`src/rtl/pc_gen.sv`:
```
// Program-counter generator: sequences fetch requests, accepts commits, selects
// the next PC among trap/return/jump/branch/sequential targets and raises alignment traps.
module pc_gen #(
   parameter int              XLEN        = 32,
   parameter logic [XLEN-1:0] RESET_PC    = 32'h8000_0000,
   parameter int              IALIGN_BITS = 2
) (
   input  logic            clk,
   input  logic            rst,
   output logic            fetch_valid,
   input  logic            fetch_ready,
   output logic [XLEN-1:0] fetch_pc,
   input  logic            commit_valid,
   output logic            commit_ready,
   input  logic            is_ecall,
   input  logic            is_mret,
   input  logic            jump_flag,
   input  logic            branch_flag,
   input  logic [XLEN-1:0] jump_target,
   input  logic [XLEN-1:0] branch_pc,
   input  logic [XLEN-1:0] mtvec,
   input  logic [XLEN-1:0] mepc,
   input  logic            flush_valid,
   input  logic [XLEN-1:0] flush_pc,
   output logic            trap_valid,
   output logic [XLEN-1:0] trap_tval,
   output logic [63:0]     retire_cnt
);

   typedef enum logic [1:0] {S_IDLE, S_REQ, S_WAIT} state_t;

   localparam logic [XLEN-1:0] ALIGN_MASK = (XLEN'(1) << IALIGN_BITS) - XLEN'(1);

   state_t          state;
   logic [XLEN-1:0] pc;
   logic [XLEN-1:0] trap_vec;
   logic [XLEN-1:0] seq_pc;
   logic [XLEN-1:0] cand;
   logic [XLEN-1:0] dnpc;
   logic            misaligned;

   assign fetch_valid  = (state == S_REQ);
   assign commit_ready = (state == S_WAIT);
   assign fetch_pc     = pc;
   assign trap_vec     = {mtvec[XLEN-1:2], 2'b00};
   assign seq_pc       = pc + XLEN'(4);

   // Only jump and branch targets are alignment-checked; a bad one diverts to the trap vector.
   always_comb begin
      // NOTE: every output gets a default first so no path leaves one unassigned (no latch).
      dnpc       = seq_pc;
      cand       = '0;
      misaligned = 1'b0;
      if (is_ecall) begin
         dnpc = trap_vec;
      end else if (is_mret) begin
         dnpc = mepc;
      end else if (jump_flag || branch_flag) begin
         cand       = jump_flag ? {jump_target[XLEN-1:1], 1'b0} : branch_pc;
         misaligned = |(cand & ALIGN_MASK);
         dnpc       = misaligned ? trap_vec : cand;
      end
   end

   always_ff @(posedge clk) begin
      // NOTE: non-blocking assignments so every register samples pre-edge values.
      if (rst) begin
         state      <= S_IDLE;
         pc         <= RESET_PC;
         retire_cnt <= '0;
         trap_valid <= 1'b0;
         trap_tval  <= '0;
      end else begin
         trap_valid <= 1'b0;
         if (flush_valid) begin
            // Flush beats a same-cycle handshake or commit; the IFU drops its in-flight data.
            pc    <= flush_pc;
            state <= S_REQ;
         end else begin
            unique case (state)
               S_IDLE: state <= S_REQ;
               S_REQ:  if (fetch_ready) state <= S_WAIT;
               S_WAIT: begin
                  if (commit_valid) begin
                     pc         <= dnpc;
                     state      <= S_REQ;
                     retire_cnt <= retire_cnt + 64'd1;
                     trap_valid <= misaligned;
                     if (misaligned) trap_tval <= cand;
                  end
               end
               default: state <= S_IDLE;
            endcase
         end
      end
   end

endmodule

```
`config.mk`:
```
export PLATFORM = sky130hd
export DESIGN_NAME = pc_gen
export DESIGN_NICKNAME = d
export VERILOG_FILES = /design/src/rtl/pc_gen.sv
export SDC_FILE = /design/constraint.sdc
export NUM_CORES = 1
export LEC_CHECK = 0
export ABC_AREA = 1
export BUFFER_PORTS_ARGS = -buffer_cell sky130_fd_sc_hd__clkbuf_2
export CAP_MARGIN = 20
export CORE_ASPECT_RATIO = 1.75
export CORE_UTILIZATION = 40
export DETAILED_ROUTE_END_ITERATION = 12
export PLACE_DENSITY_LB_ADDON = 0.12
export SETUP_SLACK_MARGIN = 0.4
export SLEW_MARGIN = 20
export SYNTH_ARGS = -nofsm -noshare
export SYNTH_HDL_FRONTEND = slang
export SYNTH_SLANG_ARGS = --single-unit
```
`constraint.sdc`:
```
create_clock -name clk -period 2.5 [get_ports clk]
set_clock_uncertainty 0.2 [all_clocks]
set_input_delay 0.5 -clock clk [delete_from_list [all_inputs] [get_ports clk]]
set_output_delay 0.5 -clock clk [all_outputs]
set_load 0.02 [all_outputs]
```
=== Yosys cells after proc, flatten, opt, wreduce, memory -nomap -nowiden ===
Cells that the tools add are included.
Widths: inputs -> output; s select.

* Reductions and logical operators: 12
* Multiplexer cells: 18
* Order comparisons: 0
* Shift-type cells: 0
* Equal/unequal tests: 6
* Add/sub/neg operators: 2
* Bitwise gates (word level): 3
* Divide/modulo/power cells: 0
* $mul: 0

{| class="wikitable"
|+ Operators by type and width
! kind !! number
|-
| $mux 32 || 11
|-
| $add 64x1->64 const B || 1
|-
| $add 32x3->32 const B || 1
|-
| $pmux 2 s3 || 1
|-
| $reduce_and 2->1 || 3
|-
| $mux 1 || 4
|-
| $mux 2 || 2
|-
| $reduce_and 4->1 || 1
|-
| $reduce_bool 2->1 || 2
|-
| $reduce_or 2->1 || 2
|-
| $reduce_or 4->1 || 1
|-
| $ne 3x1->1 const B || 1
|-
| $ne 3x2->1 const B || 1
|-
| $not 1->1 || 3
|-
| $reduce_and 3->1 || 1
|-
| $eq 2x1->1 const B || 1
|-
| $eq 2x2->1 const B || 1
|-
| $logic_not 2->1 || 1
|-
| $ne 2x1->1 const B || 1
|-
| $ne 2x2->1 const B || 1
|-
| $logic_or 1x1->1 || 1
|}

* Logic and storage cells: 47
* Memories: 0
* Register bits: 131
* Input bits: 169
* Memory bits (writable): 0
* ROM bits: 0
* Latch bits: 0
* Output and inout port bits: 131

=== Depth between registers and ports, before layout ===
* Depth in word-level cells: 9
* Gate-level depth with buffers: 14
* Depth with buffers taken out: 12

=== Worst setup path after synthesis ===
No wires, ideal clock.

* Path type: register to register
* Start point: reg pc[3], in the netlist fetch_pc[3]
* End point: reg pc[30], in the netlist fetch_pc[30]
* Data required time: 2.172 ns
* Path buffers: 0
* Setup time: 0.128 ns
* Path slack: 0.532 ns
* Data arrival time: 1.640 ns
* Stages on the path, launching flop included: 13
* Period minus slack after synthesis: 1.968 ns
* Cells stage by stage: dfxtp_1 ha_1 nand2_2 nor2_4 nand2_2 nor2_4 nand2_2 nor2_1 nand2_1 nand3_1 nand2_1 a21oi_1 nor2_1

* Word-level cells in the longest chain between the ends: 7

{| class="wikitable"
|+ RTL lines
! element !! line !! text
|-
| start: declaration || 35 || <nowiki>logic [XLEN-1:0] pc;</nowiki>
|-
| start signal: assignment || 77 || <nowiki>pc <= flush_pc;</nowiki>
|-
| start signal: assignment || 85 || <nowiki>pc <= dnpc;</nowiki>
|-
| $add 32x3->32 || 46 || <nowiki>assign seq_pc = pc + XLEN'(4);</nowiki>
|-
| $mux 32 || 58 || <nowiki>end else if (jump_flag || branch_flag) begin</nowiki>
|-
| $mux 32 || 56 || <nowiki>end else if (is_mret) begin</nowiki>
|-
| $mux 32 || 54 || <nowiki>if (is_ecall) begin</nowiki>
|-
| $mux 32 || 84 || <nowiki>if (commit_valid) begin</nowiki>
|-
| $mux 32 || 80 || <nowiki>unique case (state)</nowiki>
|-
| $mux 32 || 75 || <nowiki>if (flush_valid) begin</nowiki>
|}

Every way passes these cells. The select of a mux whose other input is x is not followed.
A chain may end at the register's enable or synchronous reset.

=== Worst setup path in the final report ===
* Start point: reg retire_cnt[26]
* End point: reg retire_cnt[46]

* Word-level cells in the longest chain between the ends: 1

{| class="wikitable"
|+ RTL lines
! element !! line !! text
|-
| start: declaration || 27 || <nowiki>output logic [63:0] retire_cnt</nowiki>
|-
| start signal: assignment || 87 || <nowiki>retire_cnt <= retire_cnt + 64'd1;</nowiki>
|-
| $add 64x1->64 || 87 ||
|}

Every way passes these cells.

==> results.sh <==
export IMPL_yosysSeqAreaShare=0.286
export IMPL_clk_pin_slew_ns=0.06
export IMPL_die_h_um=202
export IMPL_met2_length_mm=21.8
export IMPL_worstSetupPathType="reg -> reg"
export IMPL_antenna_found_initial=1
export IMPL_synth_area_leader_cell="dfxtp_1"
export IMPL_clockRootBuffer="clkbuf_16"
export IMPL_cts_buffers=17
export IMPL_yosysWarnings=0
export IMPL_first_iter_violations=813
export IMPL_num_nets_final=1965
export IMPL_rr_worst_depth=8
export IMPL_rsz0062_at_grt="yes"
export IMPL_port_buffers=296
export IMPL_crit_end="retire_cnt[46]$_SDFFE_PP0P_"
export IMPL_synth_xor_area_frac=0.0268
export IMPL_ys_flop_type="dfxtp_1"
export IMPL_grt_max_degree=48
export IMPL_clock_latency_ns=0.44
export IMPL_grt_usage=0.362
export IMPL_synth_nets=1645
export IMPL_fin_crit_ns=2.08
export IMPL_cp_required_ns=2.66
export IMPL_final_setup_tns_ns=0
export IMPL_fmax_mhz=482
export IMPL_hold_path_startpoint="flush_pc[0]"
export IMPL_drt_total_wl_mm=42.0
export IMPL_drc=0
export IMPL_async_flop_share=0
export IMPL_min_path_type="in -> reg"
export IMPL_grt_pass1_wl_mm=61.6
export IMPL_cts_tree="yes"
export IMPL_fillers=2394
export IMPL_wl_met3_mm=1.99
export IMPL_max_cap_violations=0
export IMPL_numClockSinks=131
export IMPL_cp_slowest_cell="dfxtp_1"
export IMPL_synthesis_instances=1474
export IMPL_post_route_period_util=0.830
export IMPL_synth_area_um2=9160
export IMPL_synth_edff_count=0
export IMPL_crit_start="retire_cnt[26]$_SDFFE_PP0P_"
export IMPL_die_x_um=116
export IMPL_yosys_cell_types_count=52
export IMPL_hold_viol_final=0
export IMPL_hold_buffers=0
export IMPL_leakage_nw=5.11
export IMPL_start_util=0.412
export IMPL_synth_top_area_frac=0.286
export IMPL_worst_slew_pin_slew_ns=0.514
export IMPL_crit_chain="nand2_2 > nor2_2 > nand2_1 > nor3_1 > nand3b_1 > xnor2_1 > nand2_1 > a21oi_1"
export IMPL_gr_total_overflow=0
export IMPL_path_common_cell="nand2_1"
export IMPL_muxShareOfSynthArea=0.0186
export IMPL_rrSetupSlack_ns=0.42
export IMPL_setup_violations_final=0
export IMPL_grt_pass1_vias=10900
export IMPL_synth_compound_area_share=0.201
export IMPL_synth_avg_cell_area_um2=6.21
export IMPL_p_per_area_nw_per_um2=441
export IMPL_synth_area_top_cells="dfxtp_1 29%, nand2_1 15%, a21oi_1 7.7%, nor2_1 7.3%, inv_1 5.4%"
export IMPL_r2r_end="retire_cnt[46]$_SDFFE_PP0P_"
export IMPL_routed_via_density=5.41
export IMPL_worst_path_largest_cell_delay_ns=0.42
export IMPL_irDropWorstVdd_mv=0.444
export IMPL_place_hpwl_mm=33.9
export IMPL_synth_fa_ha_area_frac=0.00273
export IMPL_timing_slew_headroom=0.657
export IMPL_dp_cells=2057
export IMPL_worstSetupStartpointType="register"
export IMPL_slew_violations=0
export IMPL_synth_ff_latch_count=131
export IMPL_timing_rr_start="retire_cnt[26]$_SDFFE_PP0P_"
export IMPL_gp_congestion=0.966
export IMPL_htreeDepth=4
export IMPL_drtPass1Iterations=5
export IMPL_synth_top_family_by_area="simple AND/OR/NAND/NOR gates"
export IMPL_ant_nets=0
export IMPL_pin_count=300
export IMPL_m1WireLength_mm=13.9
export IMPL_wl_per_cell_um=20.0
export IMPL_drive_gt1_frac=0.313
export IMPL_worstPathArrival_ns=2.24
export IMPL_syn2layout_area_growth_pct=33.0
export IMPL_vias=11400
export IMPL_stdcell_count=2104
export IMPL_coreArea_um2=22300
export IMPL_critPathCaptureType="register"
export IMPL_clk_path_buf_depth=2
export IMPL_die_area_um2=23500
export IMPL_fp_row_count=72
export IMPL_cp_max_fo=5
export IMPL_highest_layer="met4"
export IMPL_synthSimpleGateAreaFrac=0.370
export IMPL_status="finished, final reports clean"
## power by group
group	total [mW]	switching, mW	internal, mW	leakage [nW]
clock network	2.37	1.08	1.30	0.255
logic	0.821	0.517	0.303	3.78
registers	2.18	0.0538	2.12	1.08
total	5.37	1.65	3.73	5.11
## metal layers
layer / global-route usage / up-vias
met5: 0 / -
met2: 0.652 / 462
met4: 0.337 / 0
met3: 0.0642 / 143
met1: 0.332 / 5213
li1: - / 5570
## final cells by class
type | instances | area (um2) | share of cell area
Multi-Input combinational cell | 1135 | 5990 | 0.492
Antenna cell | 1 | 2.50 | 0.000205
Clock buffer | 18 | 439 | 0.0361
Timing Repair Buffer | 365 | 2050 | 0.168
Tap cell | 296 | 370 | 0.0304
Clock inverter | 14 | 105 | 0.00863
Sequential cell | 131 | 2680 | 0.220
Inverter | 144 | 547 | 0.0449
## layout by cell type (no fill, tap or decap), types with 3 or more instances in the layout
| cell | n |
|---|---|
| nand4_1 | 25 |
| mux2i_1 | 17 |
| dfxtp_2 | 34 |
| or2_2 | 9 |
| dfxtp_1 | 94 |
| nand2_4 | 7 |
| nor3_4 | 6 |
| o21ai_0 | 90 |
| clkinv_4 | 3 |
| o21ai_1 | 10 |
| a221oi_1 | 7 |
| a21oi_1 | 140 |
| nand2_1 | 365 |
| nor3_2 | 17 |
| clkbuf_16 | 17 |
| o211ai_1 | 8 |
| buf_4 | 66 |
| inv_6 | 3 |
| inv_1 | 130 |
| dfxtp_4 | 3 |
| a22o_1 | 6 |
| nor2_2 | 33 |
| nor2_1 | 152 |
| o22ai_1 | 19 |
| clkbuf_2 | 295 |
| nor2_4 | 14 |
| nor3_1 | 17 |
| nand2_2 | 18 |
| clkinv_2 | 3 |
| a31oi_1 | 5 |
| buf_12 | 4 |
| clkinvlp_4 | 6 |
| xor2_1 | 20 |
| xnor2_1 | 8 |
| nand3b_1 | 4 |
| a311oi_1 | 24 |
| inv_2 | 11 |
| nand3_1 | 84 |
## per-stage QoR
stage	worst slack, ns	cell area, um2	total power [mW]	util	hold WS [ns]
floorplan	0.532	9160	2.63	-	0.310
global placement	0.169	11200	3.02	0.502	0.252
detailed placement	0.158	11200	3.02	0.502	0.261
CTS	0.384	11800	5.38	0.529	0.100
global route	0.286	12200	5.56	0.547	0.108
finish	0.425	12200	5.37	0.547	0.118
## worst min path at each step
stage,end,cells past startpoint
2_1_floorplan,state[0]$_SDFFE_PP0P_,3
3_3_place_gp,trap_tval[0]$_SDFFE_PP0P_,2
3_5_place_dp,trap_tval[0]$_SDFFE_PP0P_,2
4_1_cts,fetch_pc[0]$_SDFFE_PP0P_,3
5_1_grt,fetch_pc[0]$_SDFFE_PP0P_,3
6_report,fetch_pc[0]$_SDFFE_PP0P_,3
## Yosys cell counts, drive strengths merged (19+ instances only)
cell type	count
o21ai	100
a311oi	24
a21oi	142
buf	29
xor2	20
nand2	391
nor3	40
nor2	200
nand4	25
nand3	88
clkbuf	35
inv	143
dfxtp	131
o22ai	19
## timing repair
item | in CTS | in global routing
pin swaps | 2 | 19
setup endpoints to repair | 25 | 58
gates resized for setup | 21 | 99
setup buffers | 0 | 14
## registers in the layout, indices dropped and copies added, names as in the netlist
name and cells:
state 2, fetch_pc 32, trap_valid 1, retire_cnt 64, trap_tval 32
## cells by family after synthesis
group	count (synthesis)
buf+inv	208
flops	131
simple gates	766
compound gates	322
xor+xnor	28
fa+ha+maj	2
mux	17
## worst max-delay path: cells and delay by family, from the launching register on
family	cells	cell delay (ns)
AND/OR/NAND/NOR	6	1.03
flip-flops	1	0.42
XOR/XNOR	1	0.22
AO/OA/AOI/OAI	1	0.12
Power figures use the tool's default switching activity.
